$ cat src/rtl/rc_pkg.sv
// Shared definitions for the BLESS route-computation stage: direction indices,
// default address field widths and the saturating age increment.
package rc_pkg;

    localparam int DIR_RPOS  = 0;
    localparam int DIR_RNEG  = 1;
    localparam int DIR_CPOS  = 2;
    localparam int DIR_CNEG  = 3;
    localparam int DIR_EJECT = 4;
    localparam int NDIR      = 5;

    localparam int ROWW_DEF  = 2;
    localparam int COLW_DEF  = 2;

    // Ages up to 32 bits wide; the caller truncates the result back to its own width.
    function automatic logic [31:0] age_sat_inc(input logic [31:0] age, input int width);
        logic [31:0] lim;
        lim = (width >= 32) ? 32'hFFFF_FFFF : ((32'd1 << width) - 32'd1);
        return (age >= lim) ? lim : age + 32'd1;
    endfunction

endpackage

$ cat src/rtl/rc_dir_calc.sv
// Combinational productive-direction mask for one channel.
// Build with RC_TORUS_EN for wrap-around (shortest-way) routing; default is plain mesh.
module rc_dir_calc
    import rc_pkg::*;
#(
    parameter int ROWW = ROWW_DEF,
    parameter int COLW = COLW_DEF,
    parameter int ROWS = 4,
    parameter int COLS = 4
) (
    input  logic [ROWW+COLW-1:0] i_dst,
    input  logic [ROWW+COLW-1:0] i_node,
    output logic [NDIR-1:0]      o_desired
);

    logic [ROWW-1:0] w_dr;
    logic [ROWW-1:0] w_ir;
    logic [COLW-1:0] w_dc;
    logic [COLW-1:0] w_ic;

    assign w_dr = i_dst[COLW +: ROWW];
    assign w_ir = i_node[COLW +: ROWW];
    assign w_dc = i_dst[0 +: COLW];
    assign w_ic = i_node[0 +: COLW];

`ifdef RC_TORUS_EN
    int w_rdelta;
    int w_cdelta;

    // Modular distance: add DIM first when d<i so non-power-of-two sizes work.
    always_comb begin
        o_desired = '0;
        w_rdelta  = (w_dr >= w_ir) ? int'(w_dr) - int'(w_ir) : int'(w_dr) + ROWS - int'(w_ir);
        w_cdelta  = (w_dc >= w_ic) ? int'(w_dc) - int'(w_ic) : int'(w_dc) + COLS - int'(w_ic);
        if (i_dst == i_node) begin
            o_desired[DIR_EJECT] = 1'b1;
        end else begin
            if (w_rdelta != 0) begin
                if (w_rdelta <= ROWS / 2) o_desired[DIR_RPOS] = 1'b1;
                else                      o_desired[DIR_RNEG] = 1'b1;
            end
            if (w_cdelta != 0) begin
                if (w_cdelta <= COLS / 2) o_desired[DIR_CPOS] = 1'b1;
                else                      o_desired[DIR_CNEG] = 1'b1;
            end
        end
    end
`else
    logic [31:0] w_unused_dims;
    assign w_unused_dims = 32'(ROWS) ^ 32'(COLS);

    always_comb begin
        o_desired            = '0;
        o_desired[DIR_RPOS]  = (w_dr > w_ir);
        o_desired[DIR_RNEG]  = (w_dr < w_ir);
        o_desired[DIR_CPOS]  = (w_dc > w_ic);
        o_desired[DIR_CNEG]  = (w_dc < w_ic);
        o_desired[DIR_EJECT] = (i_dst == i_node);
    end
`endif

endmodule

$ cat src/rtl/rc_pipe.sv
// Registered route-computation stage: per-channel direction mask, saturating age,
// and a saturating ejection counter with global stall. RC_TORUS_EN selects torus routing.
module rc_pipe
    import rc_pkg::*;
#(
    parameter int ROWW = ROWW_DEF,
    parameter int COLW = COLW_DEF,
    parameter int ROWS = 4,
    parameter int COLS = 4,
    parameter int NCH  = 4,
    parameter int AGEW = 8,
    parameter int CNTW = 16
) (
    input  logic                       clk,
    input  logic                       rst_n,
    input  logic [ROWW+COLW-1:0]       node_id,
    input  logic                       stall,
    input  logic [NCH-1:0]             in_valid,
    input  logic [NCH*(ROWW+COLW)-1:0] in_dst,
    input  logic [NCH*AGEW-1:0]        in_age,
    output logic [NCH-1:0]             out_valid,
    output logic [NCH*NDIR-1:0]        out_desired,
    output logic [NCH*AGEW-1:0]        out_age,
    output logic [CNTW-1:0]            eject_cnt,
    input  logic                       clr_cnt
);

    localparam int AW = ROWW + COLW;
    localparam int PW = $clog2(NCH + 1);
    localparam int SW = CNTW + PW;
    localparam logic [CNTW-1:0] CNT_MAX = '1;

    logic [NCH*NDIR-1:0] w_desired;
    logic [NCH*NDIR-1:0] w_next_desired;
    logic [NCH*AGEW-1:0] w_next_age;
    logic [PW-1:0]       w_pop;
    logic [SW-1:0]       w_sum;
    logic [CNTW-1:0]     w_cnt_next;

    logic [NCH-1:0]      r_valid;
    logic [NCH*NDIR-1:0] r_desired;
    logic [NCH*AGEW-1:0] r_age;
    logic [CNTW-1:0]     r_cnt;

    for (genvar gi = 0; gi < NCH; gi++) begin : g_ch
        rc_dir_calc #(
            .ROWW (ROWW),
            .COLW (COLW),
            .ROWS (ROWS),
            .COLS (COLS)
        ) u_dir (
            .i_dst     (in_dst[gi*AW +: AW]),
            .i_node    (node_id),
            .o_desired (w_desired[gi*NDIR +: NDIR])
        );
    end

    // Invalid channels carry an all-zero mask and age so stale data never leaks downstream.
    always_comb begin
        w_next_desired = '0;
        w_next_age     = '0;
        w_pop          = '0;
        for (int i = 0; i < NCH; i++) begin
            if (in_valid[i]) begin
                w_next_desired[i*NDIR +: NDIR] = w_desired[i*NDIR +: NDIR];
                w_next_age[i*AGEW +: AGEW]     = AGEW'(age_sat_inc(32'(in_age[i*AGEW +: AGEW]), AGEW));
                if (w_desired[i*NDIR + DIR_EJECT]) w_pop = w_pop + PW'(1);
            end
        end
    end

    assign w_sum      = SW'(r_cnt) + SW'(w_pop);
    assign w_cnt_next = (w_sum > SW'(CNT_MAX)) ? CNT_MAX : w_sum[CNTW-1:0];

    // Clear wins over stall so software can zero the counter while the pipe is frozen.
    always_ff @(posedge clk or negedge rst_n) begin
        if (!rst_n) begin
            r_valid   <= '0;
            r_desired <= '0;
            r_age     <= '0;
            r_cnt     <= '0;
        end else begin
            if (!stall) begin
                r_valid   <= in_valid;
                r_desired <= w_next_desired;
                r_age     <= w_next_age;
            end
            if (clr_cnt)     r_cnt <= '0;
            else if (!stall) r_cnt <= w_cnt_next;
        end
    end

    assign out_valid   = r_valid;
    assign out_desired = r_desired;
    assign out_age     = r_age;
    assign eject_cnt   = r_cnt;

endmodule
$ cat config.mk
export PLATFORM = sky130hd
export DESIGN_NAME = rc_pipe
export DESIGN_NICKNAME = d
export VERILOG_FILES = /design/src/rtl/rc_pkg.sv /design/src/rtl/rc_dir_calc.sv /design/src/rtl/rc_pipe.sv
export SDC_FILE = /design/constraint.sdc
export NUM_CORES = 1
export LEC_CHECK = 0
export ABC_CLOCK_PERIOD_IN_PS = 1950
export CORE_AREA = 2 2 114 94
export CTS_CLUSTER_DIAMETER = 100
export DETAILED_ROUTE_END_ITERATION = 10
export DIE_AREA = 0 0 116 96
export PLACE_DENSITY_LB_ADDON = 0.15
export SLEW_MARGIN = 40
export SYNTH_ARGS = -nofsm -noshare
export SYNTH_HDL_FRONTEND = slang
export SYNTH_SLANG_ARGS = --single-unit
$ cat constraint.sdc
create_clock -name clk -period 1.95 [get_ports clk]
set_clock_uncertainty 0.15 [all_clocks]
set_input_delay 0.2925 -clock clk [delete_from_list [all_inputs] [get_ports clk]]
set_output_delay 0.2925 -clock clk [all_outputs]
set_load 0.01 [all_outputs]
Word level (Yosys, flattened, before mapping)
Cells that the tools add are included.

Equal/unequal tests: 5. Mux-type cells: 23. $add $sub $neg: 8. $lt $le $gt $ge: 21.

Operators by type and width (count): 8-bit 2-to-1 mux (8); 16-bit 2-to-1 mux (3); 8-bit by 1-bit adder with 8-bit output, second input constant (4); 8-bit >= comparator, second input constant (4); 5-bit 2-to-1 mux (4); 3-bit 2-to-1 mux (6); 16-bit by 3-bit adder with 17-bit output (1); 17-bit by 16-bit greater-than comparator with 1-bit output, second input constant (1); 4-bit == test (4); 2-bit greater-than comparator (8); 2-bit < comparator (8); 3-bit by 1-bit adder with 3-bit output, second input constant (3); 1-bit 2-to-1 mux (2); 2-bit by 1-bit != test with 1-bit output, second input constant (1).

Output and inout port bits: 72. Register bits after elaboration: 72. Input bits: 60.

Depth between registers and ports, before layout
Depth in word-level cells: 17. Gate-level depth with buffers: 20. Gate-level depth less buffers: 19.

By module
From an unflattened synthesis, not the netlist that was laid out.

Cells, all modules: 481. Area total of the unflattened synthesis: 4331.7 µm².

Modules (own cells, without submodules): rc_pipe (instances 1, cells each 421, sequential area each 1801.7 µm², area each 3771.1 µm²); rc_dir_calc (instances 4, cells each 15, sequential area each 0.0 µm², area each 140.1 µm²).

Least setup slack after synthesis
No wires, ideal clock.

Kind: input port to flip-flop. From: in node_id[3]. To: reg r_cnt[13], in the netlist eject_cnt[13]. Stages: 19. Setup time: 0.120 ns. Arrival: 3.691 ns. Slack: -2.011 ns. Path through: inv_1 -> ha_1 -> nand3_1 -> or2_1 -> inv_1 -> ha_1 -> nand2_1 -> o21ai_2 -> ha_1 -> mux2_4 -> ha_1 -> mux2_2 -> fa_1 -> a21oi_1 -> nor2_2 -> nand3_2 -> buf_6 -> nand4_1 -> and3_1.

Cells in the longest elaborated chain, start to end: 17. Elaborated cells on any way between the ends: 20.

RTL lines: start: declaration (line rc_pipe.sv:16) `input logic [ROWW+COLW-1:0] node_id,`; 4-bit == test (line rc_dir_calc.sv:58) `o_desired[DIR_EJECT] = (i_dst == i_node);`; 1-bit 2-to-1 mux (line rc_pipe.sv:67) `if (w_desired[i*NDIR + DIR_EJECT]) w_pop = w_pop + PW'(1);`; 1-bit 2-to-1 mux (line rc_pipe.sv:64) `if (in_valid[i]) begin`; 3-bit by 1-bit adder with 3-bit output (line rc_pipe.sv:67); 3-bit 2-to-1 mux (line rc_pipe.sv:67); 3-bit 2-to-1 mux (line rc_pipe.sv:64); 3-bit by 1-bit adder with 3-bit output (line rc_pipe.sv:67); 3-bit 2-to-1 mux (line rc_pipe.sv:67); 3-bit 2-to-1 mux (line rc_pipe.sv:64); 3-bit by 1-bit adder with 3-bit output (line rc_pipe.sv:67); 3-bit 2-to-1 mux (line rc_pipe.sv:67); 3-bit 2-to-1 mux (*) (line rc_pipe.sv:64); 16-bit by 3-bit adder with 17-bit output (*) (line rc_pipe.sv:72) `assign w_sum = SW'(r_cnt) + SW'(w_pop);`; 17-bit by 16-bit greater-than comparator with 1-bit output (line rc_pipe.sv:73) `assign w_cnt_next = (w_sum > SW'(CNT_MAX)) ? CNT_MAX : w_sum[CNTW-1:0];`; 16-bit 2-to-1 mux (*) (line rc_pipe.sv:73); 16-bit 2-to-1 mux (*) (line rc_pipe.sv:89) `else if (!stall) r_cnt <= w_cnt_next;`; 16-bit 2-to-1 mux (*) (line rc_pipe.sv:88) `if (clr_cnt) r_cnt <= '0;`; end signal: assignment (line rc_pipe.sv:89); end: declaration (line rc_pipe.sv:43) `logic [CNTW-1:0] r_cnt;`.

Every way passes the cells marked *; elsewhere a longest branch is shown, timed or not. The select of a mux whose other input is x is not followed. A chain may end at the register's enable or synchronous reset.

Worst setup path after layout
From: in node_id[3]. To: reg r_cnt[6], in the netlist eject_cnt[6].

The elaborated chain is that of the path after synthesis.

==> flow_summary.yaml <==
run_status:
  status: "complete, but fails checks"
  violations: "negative setup slack"
cells_and_area:
  mostFrequentLayoutCell: "clkdlybuf4s50_1"
  multi_input_area_sq_um: 2365
  syn_to_final_growth_pct: 58.48
  final_cell_mix: "clkdlybuf4s50_1, nand2_1, dfrtp_1, buf_4, o21ai_0"
  drive_gt1_frac: 0.2096
  seqCellArea_sq_um: 1802
  finalNonFillerCells: 791
  fillers: 851
  layout.nets: 733
routing:
  ant_nets: 0
  firstDrtPassIters: 4
  wl_met1_mm: 5.265
  met3_length_mm: 1.020
  drt_wl_total_mm: 12.15
  vias: 4077
  drt_iter0_drc: 219
  vias_per_cell: 5.154
  wire_per_inst_um: 15.36
  highest_layer: "met4"
  route.met2.wl_mm: 5.692
  drc_errors: 0
place:
  dp_hpwl_mm: 9.143
  place_inst: 766
  io_buffers: 131
  gp_congestion: 0.8720
critical_path:
  critPathBufInv: 3
  cp_top_family: "adder cells"
  crit_required_ns: 2.03
  crit_slowest_cell: "fa_2"
  start_kind: "input pin"
  worstPathMaxFanout: 5
  path_class: "in2reg"
  slowest_delay_ns: 0.38
  endpoint_kind: "register"
  cp_cell_sequence: "buf_6, clkinvlp_4, ha_4, nand3_2, or2_1, inv_1, ha_1, nand2_1, o21ai_2, ha_1, mux2_4, ha_4, mux2_4, fa_2, a21oi_4, nor2_4, and3_4, o221a_4"
  arrival_ns: 3.75
global_route:
  grt_first_pass_wirelength_mm: 19.46
  grt.overflow.total: 0
  grt_usage: 0.2256
  grt_max_degree: 37
  antenna_found_initial: 1
  grt_pass1_vias: 4110
floorplanning:
  die_w_um: 116
  io_pins: 132
  die-area_sq_um: 11140
  start_util: 0.4090
  die_y_um: 96
  rows: 33
  core_region_area_sq_um: 9992
sta:
  post-route-min-period_ns: 3.667
  hold_ws_ns: 0.1680
  finalHoldViolCount: 0
  rsz0062_at_grt: "true"
  maxSlewViolCount: 0
  slew_headroom: 0.6836
  setup_ws_ns: -1.717
  fmax_ghz: 0.2727
  post-route-period-util: 1.881
  setup_viol: 16
  worst_slew_pin_slew_ns: 0.4746
synthesis:
  yosysTopAreaCellShare: 0.4409
  syn_area_sq_um: 4086
  syn_nets: 541
  ys_ff_latch: 72
  async_reset_ff_frac: 1.000
  synth_largest_area_cell: "dfrtp_1"
  avgSynthCellArea_sq_um: 9.001
  synth.distinct_cells: 46
  synth_warnings: 0
  synth_edf_count: 0
  syn_inst: 454
  synthTopCellsByArea: "dfrtp_1, ha_1, nand2_1"
  seq_area_frac_synth: 0.4409
  ys.flop_type: "dfrtp_1"
pwr:
  p_leak_nw: 2.973
  powerDensity_nw_per_um2: 622.7
  ir_drop_mv: 0.3189
clocking:
  clkTransAtPathRegs_ns: 0.06
  cts_buffers: 9
  htreeDepth: 3
  clock_latency_ns: 0.34
  root_buffer: "clkbuf_16"
  clock_path_buffers: 2
  cts_sinks: 72
  cts_tree: "done"
job:
  drv_cap: 0
worst_hold_path:
  hold_path.class: "in2reg"
-- stage by stage --
stage          worst slack (ns)  area (sq um)    util  total power [mW]  TNS (ns)
6_report                 -1.717          6476  0.6481             4.033    -26.41
5_1_grt                  -1.821          6474  0.6479             4.226    -28.31
4_1_cts                  -1.695          6426  0.6431             4.061    -26.19
3_5_place_dp             -2.570          5984  0.5989             2.555    -42.67
3_3_place_gp             -2.447          5984  0.5989             2.537    -40.22
2_1_floorplan            -1.826          4149       -             1.991    -28.30
-- where the power goes --
group	internal [mW]	switching [mW]	total, mW	leakage (nW)
Combinational	0.497	0.402	0.898	1.89
Sequential	1.60	0.0613	1.66	0.954
Clock	0.880	0.593	1.47	0.126
Total	2.98	1.06	4.03	2.97
-- metal layers --
| metal | GRT usage | vias up |
|---|---|---|
| met5 | 0 | - |
| met4 | 0.06349 | 0 |
| met3 | 0.07872 | 12 |
| met2 | 0.3665 | 157 |
| met1 | 0.2871 | 1924 |
| li1 | - | 1984 |
-- state kept, by name, indices dropped and copies added, names as in the netlist --
name and flops:
eject_cnt 16, out_age 32, out_desired 20, out_valid 4
-- tightest hold or removal path, delay by kind of cell --
kind,cells,cell delay [ns]
simple gates,1,0.08
buf+inv,1,0.17
compound gates,1,0.06
-- cells by family (layout without fill, tap and decap cells) --
family / count (synthesis) / count (layout) / share of synthesized area
flip-flops: 72 / 72 / 0.4409
AO/OA/AOI/OAI: 116 / 116 / 0.1745
other: 0 / 2 / 0
AND/OR/NAND/NOR: 175 / 176 / 0.2067
XOR/XNOR: 16 / 16 / 0.03429
buffers and inverters: 41 / 235 / 0.04041
adder cells (fa/ha/maj): 27 / 27 / 0.08451
multiplexers: 7 / 7 / 0.01868
-- area by class of cell --
cell class,instances,area share
timing repair buffer,196,0.2743
antenna,2,0.0007728
tap,140,0.02705
clock inverter,1,0.0007728
inverter,25,0.01507
multi-input combinational,342,0.3651
sequential,72,0.2782
clock buffer,13,0.03864
-- path summary, 6_finish.rpt --
check / end / startpoint / cells after the start / slack, ns
setup / recovery: eject_cnt[6]$_DFFE_PN0P_ / node_id[3] / 18 / -1.72
hold / removal: eject_cnt[1]$_DFFE_PN0P_ / stall / 3 / 0.17
setup reg to reg: eject_cnt[6]$_DFFE_PN0P_ / eject_cnt[0]$_DFFE_PN0P_ / 6 / -0.17
hold reg to reg: out_valid[0]$_DFFE_PN0N_ / out_valid[0]$_DFFE_PN0N_ / 2 / 0.32
max in group asynchronous: out_valid[1]$_DFFE_PN0N_ / rst_n / 3 / 0.67
min in group asynchronous: out_age[11]$_DFFE_PN0N_ / rst_n / 2 / 0.30
-- repair_timing --
| action | CTS | global route |
|---|---|---|
| gates cloned | 1 | 0 |
| buffers inserted | 7 | 0 |
| endpoints found under the hold margin | 33 | 0 |
| setup endpoints to repair | 16 | 16 |
| hold buffers | 1 | 0 |
| resized for setup | 62 | 10 |
| pin swaps | 27 | 10 |
-- cells in the mapped netlist (4+ instances only) --
cell type / instances
nand2_1: 84
dfrtp_1: 72
o21ai_0: 55
ha_1: 26
inv_1: 25
nor2_1: 21
nand3_1: 20
and3_1: 18
a21oi_1: 15
clkbuf_1: 12
nor2b_1: 8
o31ai_1: 8
xnor2_1: 8
xor2_1: 8
a22o_1: 7
a31oi_1: 7
a211oi_1: 5
a21o_1: 5
mux2i_1: 5
nand4_1: 4
nor3_1: 4
(Power assumes the default switching activity.)
